<file path="src/rtl/cdb_arbiter.sv">
// CDB arbiter: per-unit result FIFOs feeding a single registered broadcast bus.
// Define CDB_FIXED_PRIO_EN for fixed priority (highest index wins) instead of round-robin.

module cdb_fifo #(
  parameter int DEPTH = 2,
  parameter int W     = 37
) (
  input  logic                   clk,
  input  logic                   rst,
  input  logic                   push,
  input  logic [W-1:0]           wdata,
  input  logic                   pop,
  output logic [W-1:0]           head,
  output logic [$clog2(DEPTH):0] count
);
  localparam int PW = $clog2(DEPTH);

  logic [W-1:0]  mem [DEPTH];
  logic [PW-1:0] wr_ptr, rd_ptr;

  // DEPTH is a power of two, so pointers wrap on natural overflow
  always_ff @(posedge clk or negedge rst) begin
    if (!rst) begin
      wr_ptr <= '0;
      rd_ptr <= '0;
      count  <= '0;
    end else begin
      if (push) wr_ptr <= wr_ptr + 1'b1;
      if (pop)  rd_ptr <= rd_ptr + 1'b1;
      case ({push, pop})
        2'b10:   count <= count + 1'b1;
        2'b01:   count <= count - 1'b1;
        default: ;
      endcase
    end
  end

  always_ff @(posedge clk)
    if (push) mem[wr_ptr] <= wdata;

  assign head = mem[rd_ptr];
endmodule

module cdb_arbiter #(
  parameter int NREQ  = 2,
  parameter int DEPTH = 2,
  parameter int TAGW  = 5,
  parameter int DATAW = 32
) (
  input  logic                  clk,
  input  logic                  rst,
  input  logic [NREQ-1:0]       req_valid,
  output logic [NREQ-1:0]       req_ready,
  input  logic [NREQ*TAGW-1:0]  req_tag,
  input  logic [NREQ*DATAW-1:0] req_data,
  output logic                  cdb_valid,
  output logic [TAGW-1:0]       cdb_tag,
  output logic [DATAW-1:0]      cdb_data,
  output logic [NREQ-1:0]       cdb_src,
  output logic                  err_bad_tag
);
  localparam int CW = $clog2(DEPTH) + 1;
  localparam int RW = TAGW + DATAW;
  localparam int IW = (NREQ > 1) ? $clog2(NREQ) : 1;

  logic [NREQ-1:0][CW-1:0] count;
  logic [NREQ-1:0][RW-1:0] head;
  logic [NREQ-1:0]         pending, push, bad, grant;
  logic [IW-1:0]           gnt_idx, cand;
  logic                    gnt_any;

  for (genvar g = 0; g < NREQ; g++) begin : g_lane
    logic is_notag;
    assign is_notag     = (req_tag[g*TAGW +: TAGW] == {TAGW{1'b1}});
    assign req_ready[g] = (count[g] < CW'(DEPTH));
    assign pending[g]   = (count[g] != '0);
    assign push[g]      = req_valid[g] & req_ready[g] & ~is_notag;
    assign bad[g]       = req_valid[g] & req_ready[g] & is_notag;

    cdb_fifo #(.DEPTH(DEPTH), .W(RW)) u_fifo (
      .clk   (clk),
      .rst   (rst),
      .push  (push[g]),
      .wdata ({req_tag[g*TAGW +: TAGW], req_data[g*DATAW +: DATAW]}),
      .pop   (grant[g]),
      .head  (head[g]),
      .count (count[g])
    );
  end

`ifdef CDB_FIXED_PRIO_EN
  always_comb begin
    gnt_idx = '0;
    gnt_any = 1'b0;
    cand    = '0;
    for (int i = 0; i < NREQ; i++)
      if (pending[i]) begin
        gnt_idx = IW'(i);
        gnt_any = 1'b1;
      end
  end
`else
  logic [IW-1:0] rr;

  // scan offsets from far to near so the closest pending unit to rr wins
  always_comb begin
    gnt_idx = '0;
    gnt_any = 1'b0;
    cand    = '0;
    for (int k = NREQ - 1; k >= 0; k--) begin
      cand = IW'((int'(rr) + k) % NREQ);
      if (pending[cand]) begin
        gnt_idx = cand;
        gnt_any = 1'b1;
      end
    end
  end

  always_ff @(posedge clk or negedge rst) begin
    if (!rst)         rr <= '0;
    else if (gnt_any) rr <= (gnt_idx == IW'(NREQ - 1)) ? '0 : gnt_idx + 1'b1;
  end
`endif

  assign grant = gnt_any ? (NREQ'(1) << gnt_idx) : '0;

  always_ff @(posedge clk or negedge rst) begin
    if (!rst) begin
      cdb_valid   <= 1'b0;
      cdb_tag     <= '1;
      cdb_data    <= '0;
      cdb_src     <= '0;
      err_bad_tag <= 1'b0;
    end else begin
      if (gnt_any) begin
        cdb_valid           <= 1'b1;
        {cdb_tag, cdb_data} <= head[gnt_idx];
        cdb_src             <= grant;
      end else begin
        cdb_valid <= 1'b0;
        cdb_tag   <= '1;
        cdb_data  <= '0;
        cdb_src   <= '0;
      end
      if (|bad) err_bad_tag <= 1'b1;
    end
  end
endmodule
</file>
<file path="config.mk">
export PLATFORM = sky130hd
export DESIGN_NAME = cdb_arbiter
export DESIGN_NICKNAME = d
export VERILOG_FILES = /design/src/rtl/cdb_arbiter.sv
export SDC_FILE = /design/constraint.sdc
export NUM_CORES = 1
export LEC_CHECK = 0
export ABC_AREA = 1
export BUFFER_PORTS_ARGS = -buffer_cell sky130_fd_sc_hd__buf_2
export CAP_MARGIN = 10
export CORE_ASPECT_RATIO = 2
export CORE_MARGIN = 5
export CORE_UTILIZATION = 50
export CTS_CLUSTER_SIZE = 20
export DETAILED_ROUTE_END_ITERATION = 7
export GPL_TIMING_DRIVEN = 0
export PLACE_DENSITY = 0.84
export SYNTH_ARGS = -nofsm -noshare
export SYNTH_HDL_FRONTEND = slang
export SYNTH_SLANG_ARGS = --single-unit
</file>
<file path="constraint.sdc">
create_clock -name clk -period 3 [get_ports clk]
set_input_delay 0.45 -clock clk [delete_from_list [all_inputs] [get_ports clk]]
set_output_delay 0.45 -clock clk [all_outputs]
set_load 0.01 [all_outputs]
</file>
; ---- Yosys cells after proc, flatten, opt, wreduce, memory -nomap -nowiden
; Memories as Yosys holds them, arrays and structs flattened.
; Index checks and enable logic that the tools add are counted.
[word_totals]
register_bits = 50
inputBits = 78
output_inout_bits = 43
elab_cells = 71
n_memories = 2
ram_bits = 148
[mem_list]
columns = memory, depth, width, read_ports, rd_clocked_by_memory_dff, write_ports, line_no
row1 = g_lane[0].u_fifo.mem, 2, 37, 1, 0, 1, 18  ; logic [W-1:0] mem [DEPTH];
row2 = g_lane[1].u_fifo.mem, 2, 37, 1, 0, 1, 18
[op_classes]
n_eq_ne = 6
mux = 22
shifts = 1
addsub = 10
bitwise = 8
n_lt_le_gt_ge = 5
reduce_logical = 5
[op_table]
columns = cell, count
row1 = $mux 37, 2
row2 = $mux 32, 1
row3 = $mux 1, 14
row4 = $eq 5x5->1 const B, 2
row5 = $pmux 2 s2, 2
row6 = $reduce_bool 2->1, 4
row7 = $add 1x1->1 const B, 6
row8 = $and 1x1->1, 6
row9 = $lt 1x2->1 const B, 3
row10 = $mux 5, 1
row11 = $add 2x1->2 const B, 2
row12 = $eq 2x1->1 const B, 2
row13 = $eq 2x2->1 const B, 2
row14 = $lt 2x2->1 const B, 2
row15 = $mux 2, 2
row16 = $sub 2x1->2 const B, 2
row17 = $not 1->1, 2
row18 = $reduce_or 2->1, 1
row19 = $shl 1x1->2 const A, 1

; ---- Depth between registers and ports, before layout
; Gate-level depths: netlist of run 1.
[depth]
word_depth = 9
depth_mapped = 8
depth_no_buf = 8

; ---- By module
; Synthesis of run 1 repeated with hierarchy kept, for this count alone.
[unflattened]
cells_unflattened = 623
area_unflattened_um2 = 7653.6
[modules_own_cells]
columns = mod, area_each_um2, instances, cells_per_inst, seq_area_each_um2
row1 = cdb_fifo, 2951.6, 2, 215, 2322.2
row2 = cdb_arbiter, 1750.4, 1, 193, 1057.3

; ---- Worst setup path after synthesis of run 1
; OpenSTA, ideal clock, no wires.
[synth_path]
path_type = input -> register
start = input req_valid[0]
end = memory g_lane[0].u_fifo.mem[1][0], enable pin
t_required_ns = 2.569
n_path_buf = 0
setup_slack_ns = 0.286
setup_time_ns = 0.431
t_arrival_ns = 2.283
cell_stages = 4
path_cell_list = inv_1 > nor2_1 > nand2_1 > nor2_1
[synth_via]
elab_chain_len = 4
[synth_rtl]
columns = element, line_no
row1 = start: declaration, 52  ; input logic [NREQ-1:0] req_valid,
row2 = $and 1x1->1 (2 in a row), 77  ; assign push[g] = req_valid[g] & req_ready[g] & ~is_notag;
row3 = $mux 1, 39  ; if (push) mem[wr_ptr] <= wdata;
row4 = $mux 1 (not written as such), 39
row5 = end: declaration, 18
; Every way passes these cells.

; ---- Worst setup path after layout of run 1
[layout_path]
start = register g_lane[0].u_fifo.count[0]
end = register g_lane[1].u_fifo.count[1]
[layout_via]
elab_chain_len = 9
word_cells_on_any_way = 15
cone_classes = eq/ne (2) / shift (1) / mux (10) / reduce/logical (2)
[layout_rtl]
columns = element, line_no
row1 = start: declaration, 14  ; output logic [$clog2(DEPTH):0] count
row2 = start signal: assignment, 31  ; 2'b10: count <= count + 1'b1;
row3 = start signal: assignment, 32  ; 2'b01: count <= count - 1'b1;
row4 = $reduce_bool 2->1 *, 76  ; assign pending[g] = (count[g] != '0);
row5 = $mux 1 (not written as such) (2 in a row), 112  ; if (pending[cand]) begin
row6 = $mux 1 (2 in a row), 112
row7 = $shl 1x1->2, 125  ; assign grant = gnt_any ? (NREQ'(1) << gnt_idx) : '0;
row8 = $mux 2 *, 125
row9 = named net g_lane[1].u_fifo.pop, 12  ; input logic pop,
row10 = $eq 2x1->1 or $eq 2x2->1 (tied branches), 30  ; case ({push, pop})
row11 = $pmux 2 s2 or $reduce_bool 2->1 (tied branches), -
row12 = end signal: assignment, 31
row13 = end signal: assignment, 32
row14 = end: declaration, 14
; Mark *: on every way through the listed nets, which the timed path passes. The rest lies on a longest branch. The select of a mux whose other input is x is not followed.
; A chain may end at the register's enable or synchronous reset.

==> results.cfg, run 1 <==
[timing]
drv_slew = 0
hold_violations = 0
rsz0062_at_grt = no
worst_slack_ns = 1.08
period_needed_ns = 1.92
post-route-period-util_pct = 64.1
worstMarginPinSlew_ns = 0.860
clock_skew_ns = 0.00950
setup_viol = 0
fmax_mhz = 520
setup_tns_ns = 0
max-slew-margin-rel_pct = 42.7

[synthesis]
syn_nets = 696
synth-seq-cells = 198
syn_inst = 616
yosysUniqueCellTypes = 23
yosysTopAreaCellShare_pct = 59.9
syn_area_um2 = 7420
ys_warn_count = 0
yosys.area.top_type = edfxtp_1
synthTopCellsByArea = edfxtp_1, nand2_1, dfrtp_1
seq_area_frac_synth_pct = 76.8
synth.avg_cell_area_um2 = 12.1

[die]
initial_core_util_pct = 50.4
io_pins = 121
coreArea_um2 = 14700
fp.dieH_um = 182
rows = 63
fp.dieArea_um2 = 17500
dieWidth_um = 96.2

[critical_path]
cp.required_ns = 3.32
worstPathMaxFanout = 11
worst_setup_path_end_kind = register
crit_family = simple AND/OR/NAND/NOR gates
cp-start-kind = register
critical_path_class = reg2reg
crit_arrival_ns = 2.24
path_buf_inv = 1
critical_path.most_common_cell = nor2_4
crit_chain = nor2_4, nor2_1, nor2_4, buf_6, ha_1, a21oi_1, nand2_1, xor2_1
slowest_delay_ns = 0.46
critPathSlowestCell = dfrtp_1

[clock_network]
ctsHtreeMaxLevel = 4
cts_tree = built
clk_pin_slew_ns = 0.07
cts_buffers = 17
postCtsResizedCells = 0
root_buffer = clkbuf_16
clkSinkCount = 198
clkLatencyLatePin_ns = 0.43
cts_buffer_depth = 2

[routing]
routed_wl_mm = 15.6
drt-wirelength-per-cell_um = 16.1
via_count = 4692
firstDrtPassIters = 5
drt_drc_violations_left = 0
ant_nets = 0
drtIter0Drc = 191
vias_per_cell = 4.85

[global_routing]
grt_pass1_wl_mm = 23.8
antenna_found_initial = 1
overflow = 0
grt_max_degree = 51
grt_pass1_vias = 4624
gr-usage-all-layers_pct = 18.8

[placement]
pre_cts_ws_ns = 1.04
io_buffers = 120
gp_congestion = 0.793
dp_hpwl_mm = 10.6
post-place-cells = 933

[status]
status = complete, no violations

[power]
power_leakage_nw = 4.03
ir_drop_mv = 0.600
power.density_nw_per_um2 = 1030

[final_layout]
syn_to_final_growth_pct = 21.0
drive_gt1_share_pct = 24.4
layout.cells.non_filler = 968
fin_nets = 839

[min_path]
min_path_type = in2reg

[run]
max-cap-violations = 0
-- kinds of logic (layout without fill, tap and decap cells) --
| kind of cell | after synthesis | count (layout) | synth area share, % |
|---|---|---|---|
| AO/OA/AOI/OAI | 6 | 6 | 0.556 |
| XOR/XNOR | 5 | 5 | 0.590 |
| adder cells (fa/ha/maj) | 2 | 2 | 0.337 |
| buffers and inverters | 38 | 194 | 2.48 |
| flip-flops | 198 | 198 | 76.8 |
| other | 0 | 1 | 0 |
| AND/OR/NAND/NOR | 367 | 367 | 19.2 |
-- per-layer routing --
| metal | global-route usage, % | part of all wire [%] | wire (µm) |
|---|---|---|---|
| met5 | 0 | 0 | 0 |
| met2 | 33.1 | 56 | 8780 |
| met1 | 20.3 | 34 | 5330 |
| met4 | 9.52 | 3.8 | 597 |
| met3 | 4.62 | 5.5 | 859 |
-- synth_stat cells --
master	count
nand3_1	9
buf_6	3
buf_2	12
o21ai_0	3
inv_1	15
and2_0	1
ha_1	2
nand2_1	342
edfxtp_1	148
xor2_1	3
nand4_1	2
buf_4	1
inv_2	2
nor2_1	7
dfrtp_1	45
or2_2	2
dfstp_2	5
xnor2_1	2
clkbuf_1	5
a21oi_4	1
a21oi_1	2
nand3b_1	1
nor2_4	3
-- cells in the final DEF, fill, tap and decap left out, types with 3 or more instances in the layout --
master,Yosys,final
inv_8,0,3
nand2_1,342,342
buf_2,12,132
clkbuf_1,5,5
dfstp_2,5,5
nor2_4,3,5
nand3_1,9,9
dfrtp_1,45,45
nor2_1,7,5
inv_6,0,5
xor2_1,3,3
o21ai_0,3,3
buf_12,0,3
inv_2,2,4
edfxtp_1,148,148
inv_1,15,13
buf_6,3,3
clkbuf_16,0,19
-- state kept, by name, summed over array words and instances (netlist names) --
register	flops
cdb_data	32
cdb_src	2
cdb_tag	5
cdb_valid	1
err_bad_tag	1
g_lane.u_fifo.count	4
g_lane.u_fifo.mem	148
g_lane.u_fifo.rd_ptr	2
g_lane.u_fifo.wr_ptr	2
rr	1
-- stage by stage --
stage               hold slack, ns  total power [W]  utilization (%)  cell area, µm²
finish                       0.201          0.00928             60.9            8980
global route                 0.183          0.00990             60.9            8980
CTS                          0.187          0.00938             60.7            8950
detailed placement           0.469          0.00704             56.5            8320
global placement             0.454          0.00692             56.1            8270
floorplan                    0.154          0.00594                -            7420
-- timing repair --
action / in CTS / in global routing
endpoints found under the setup margin: 0 / 0
hold buffers: 0 / 1
setup buffers: 0 / 0
hold endpoints to repair: 0 / 12
-- final timing paths --
path / depth (start not counted) / to / start / slack [ns]
setup / recovery: 8 / g_lane[1].u_fifo.count[1]$_DFFE_PN0P_ / g_lane[0].u_fifo.count[0]$_DFFE_PN0P_ / 1.08
hold / removal: 1 / g_lane[0].u_fifo.mem[0][23]$_DFFE_PP_ / req_data[23] / 0.20
setup reg to reg: 8 / g_lane[1].u_fifo.count[1]$_DFFE_PN0P_ / g_lane[0].u_fifo.count[0]$_DFFE_PN0P_ / 1.08
hold reg to reg: 2 / g_lane[0].u_fifo.wr_ptr$_DFFE_PN0P_ / g_lane[0].u_fifo.wr_ptr$_DFFE_PN0P_ / 0.48
max in group asynchronous: 3 / cdb_tag[2]$_DFF_PN1_ / rst / 1.97
min in group asynchronous: 2 / cdb_data[3]$_DFF_PN0_ / rst / 0.45
-- layout make-up --
cell class / instances / area, µm²
fillers: 1150 / 5760
flip-flops and latches: 198 / 5700
multi-input cells: 380 / 1550
repair buffers: 124 / 671
clock buffers: 19 / 475
well taps: 195 / 244
clock inverters: 13 / 148
plain buffers: 21 / 120
inverters: 17 / 63.8
diodes: 1 / 2.50
-- power breakdown --
part | internal (W) | switching, W
registers | 0.00374 | 0.000221
logic | 0.000986 | 0.00200
clock network | 0.00128 | 0.00104
(Power assumes the default switching activity.)
==> run 2, diff against run 1 <==
- ABC_AREA: 1 -> 0
- clock period: 3 -> 1.87 ns (I/O delays scaled with it)
==> run 2 against run 1 <==
Compared with the run above:
- worst hold slack worse by 0.15 ns
- non-clock buffer count is 3 higher
- flip-flop and latch count stayed put
- power is 57% higher
- maximum frequency is 6.6% higher
- count of clock-buffer cells in the layout is 2 lower
- design area is 2.7% lower
- die area is 4.4% lower
- combinational power is 54% higher
- sequential share of layout area is 1.8 points higher
- utilization is 2.0 points higher
- largest power group unchanged
==> results.cfg, run 2 <==
[status]
status = complete, no violations

[final_layout]
regMostFlops = g_lane.u_fifo.mem
fin_nets = 602
final_common_cell = edfxtp_1
layout.cells.non_filler = 725
final_area_um2 = 8730
layout.cells.most_common_list = edfxtp_1, buf_2, mux2i_1
top_regs = g_lane.u_fifo.mem (148), cdb_data (32), cdb_tag (5)
largest_register_ffs = 148
syn_to_final_growth_pct = 23.6
fin_util_pct = 62.9
drive_gt1_share_pct = 36.8

[placement]
io_buffers = 120
post-place-cells = 679
dp_hpwl_mm = 9.53
dpl-instance-area_um2 = 7980
gp_congestion = 0.778

[clock_network]
clk_pin_slew_ns = 0.07
clkLatencyLatePin_ns = 0.42
clkSinkCount = 198
cts_buffer_depth = 2
ctsHtreeMaxLevel = 4
root_buffer = clkbuf_16
cts_tree = built
cts_buffers = 17

[synthesis]
synth-seq-cells = 198
synth.avg_cell_area_um2 = 19.2
syn_inst = 368
synthArstFlopShare_pct = 25.3
ys_warn_count = 0
yosysUniqueCellTypes = 30
yosys.area.top_type = edfxtp_1
synth_edf_count = 148
syn_area_um2 = 7070
synthTopCellsByArea = edfxtp_1, dfrtp_1, mux2i_1
synth_flop_cell = edfxtp_1
syn_nets = 448
yosysMostFrequentCell = edfxtp_1
seq_area_frac_synth_pct = 80.7
synth_common_cells = edfxtp_1, mux2i_1, dfrtp_1
yosysTopAreaCellShare_pct = 62.9

[die]
fp.dieH_um = 178
dieWidth_um = 94.1
rows = 61
initial_core_util_pct = 50.9
coreArea_um2 = 13900
io_pins = 121
fp.dieArea_um2 = 16800

[global_routing]
overflow = 0
grt_max_degree = 51
gr-usage-all-layers_pct = 18.0
grt_pass1_wl_mm = 21.7
antenna_found_initial = 0
grt_pass1_vias = 4120

[timing]
post-route-period-util_pct = 96.4
drv_slew = 0
rsz0062_at_grt = no
hold_violations = 0
fmax_mhz = 555
setup_viol = 0
worstMarginPinSlew_ns = 0.661
timing.hold.ws_ns = 0.0459
clock_skew_ns = 0.00860
period_needed_ns = 1.80
max-slew-margin-rel_pct = 55.7

[critical_path]
cp-start-kind = register
critical_path_class = reg2reg
r2r_cells = 7
cp.required_ns = 2.18
worst_setup_path_end_kind = register
reg2reg_slack_ns = 0.07
crit_arrival_ns = 2.11
worstPathMaxFanout = 6

[power]
ir_drop_mv = 0.757
power.density_nw_per_um2 = 1670
p_total_w = 0.0145
power_leakage_nw = 3.48

[routing]
drt_drc_violations_left = 0
drt-wirelength-per-cell_um = 20.1
via_count = 3779
drtIter0Drc = 134
ant_nets = 0
firstDrtPassIters = 4
routed_wl_mm = 14.6
vias_per_cell = 5.21

[min_path]
min_path_type = in2reg
whs_path_depth = 1

[run]
max-cap-violations = 0
## run 2: cell types whose count changed in the layout (fill, tap and decap cells not counted), sizes merged, moves of 3 or more
cell and change:
o22ai +31, clkinv +5, nand3 -7, xor2 -3, mux2i +73, xnor2 +8, a22oi +4, clkbuf -6
nand2 -340, inv -13, o21ai +3, buf +7
## run 2: timing repair
| item | CTS | global route |
|---|---|---|
| hold endpoints to repair | 0 | 8 |
| hold buffers | 0 | 1 |
| cloned | 2 | 0 |
| endpoints found under the setup margin | 132 | 60 |
| buffers inserted | 9 | 0 |
| pin swaps | 6 | 0 |
| resized for setup | 2 | 3 |
## run 2: power breakdown
group          internal (W)  total, W  leakage [nW]  switching, W
logic               0.00192   0.00460          1.25       0.00268
clock network       0.00190   0.00354         0.289       0.00164
registers           0.00602   0.00641          1.95      0.000388
## run 2: layer usage
metal,vias up,track usage [%],wire [µm]
li1,1737,-,-
met1,1900,19.1,5180
met2,113,32.9,8390
met3,29,3.76,542
met4,0,8.80,453
met5,-,0,0
## run 2: logic make-up after synthesis
logic type / after synthesis / synth area share, %
muxes: 74 / 10.5
DFF: 198 / 80.7
xor gates and xnor gates: 10 / 1.24
adders and majority gates: 2 / 0.354
and+or+nand+nor: 17 / 1.17
AOI/OAI and AO/OA: 46 / 4.35
buffers and inverters: 21 / 1.73
## run 2: path summary, 6_finish.rpt
kind                                                       startpoint                                     to
worst max-delay path            g_lane[0].u_fifo.count[0]$_DFFE_PN0P_  g_lane[0].u_fifo.count[1]$_DFFE_PN0P_
worst min-delay path                                      req_data[3]   g_lane[0].u_fifo.mem[1][3]$_DFFE_PP_
worst max register to register  g_lane[0].u_fifo.count[0]$_DFFE_PN0P_  g_lane[0].u_fifo.count[1]$_DFFE_PN0P_
worst min register to register                err_bad_tag$_DFFE_PN0P_                err_bad_tag$_DFFE_PN0P_
max in group asynchronous                                         rst                   cdb_tag[4]$_DFF_PN1_
min in group asynchronous                                         rst                   cdb_src[1]$_DFF_PN0_
## run 2: layout make-up
type | instances | area (µm²)
Timing Repair Buffer | 133 | 776
Sequential cell | 198 | 5700
Clock inverter | 15 | 166
Multi-Input combinational cell | 151 | 1300
Tap cell | 189 | 236
Fill cell | 1036 | 5160
Clock buffer | 17 | 425
Buffer | 15 | 100
Inverter | 6 | 25.0
Antenna cell | 1 | 2.50
## run 2: critical path: stages, from the launching register on
cell and delay [ns]:
dfrtp_1 0.36, clkbuf_2 0.16, o21ai_2 0.32, inv_1 0.21, ha_1 0.27, xnor2_1 0.17
nor2_1 0.08, xnor2_1 0.12
## run 2: stage by stage
step	setup slack (ns)	TNS, ns
detailed placement	-0.374	-29.99
floorplan	-0.289	-21.40
CTS	0.0314	0
global placement	-0.895	-87.54
finish	0.0672	0
global route	0.00921	0
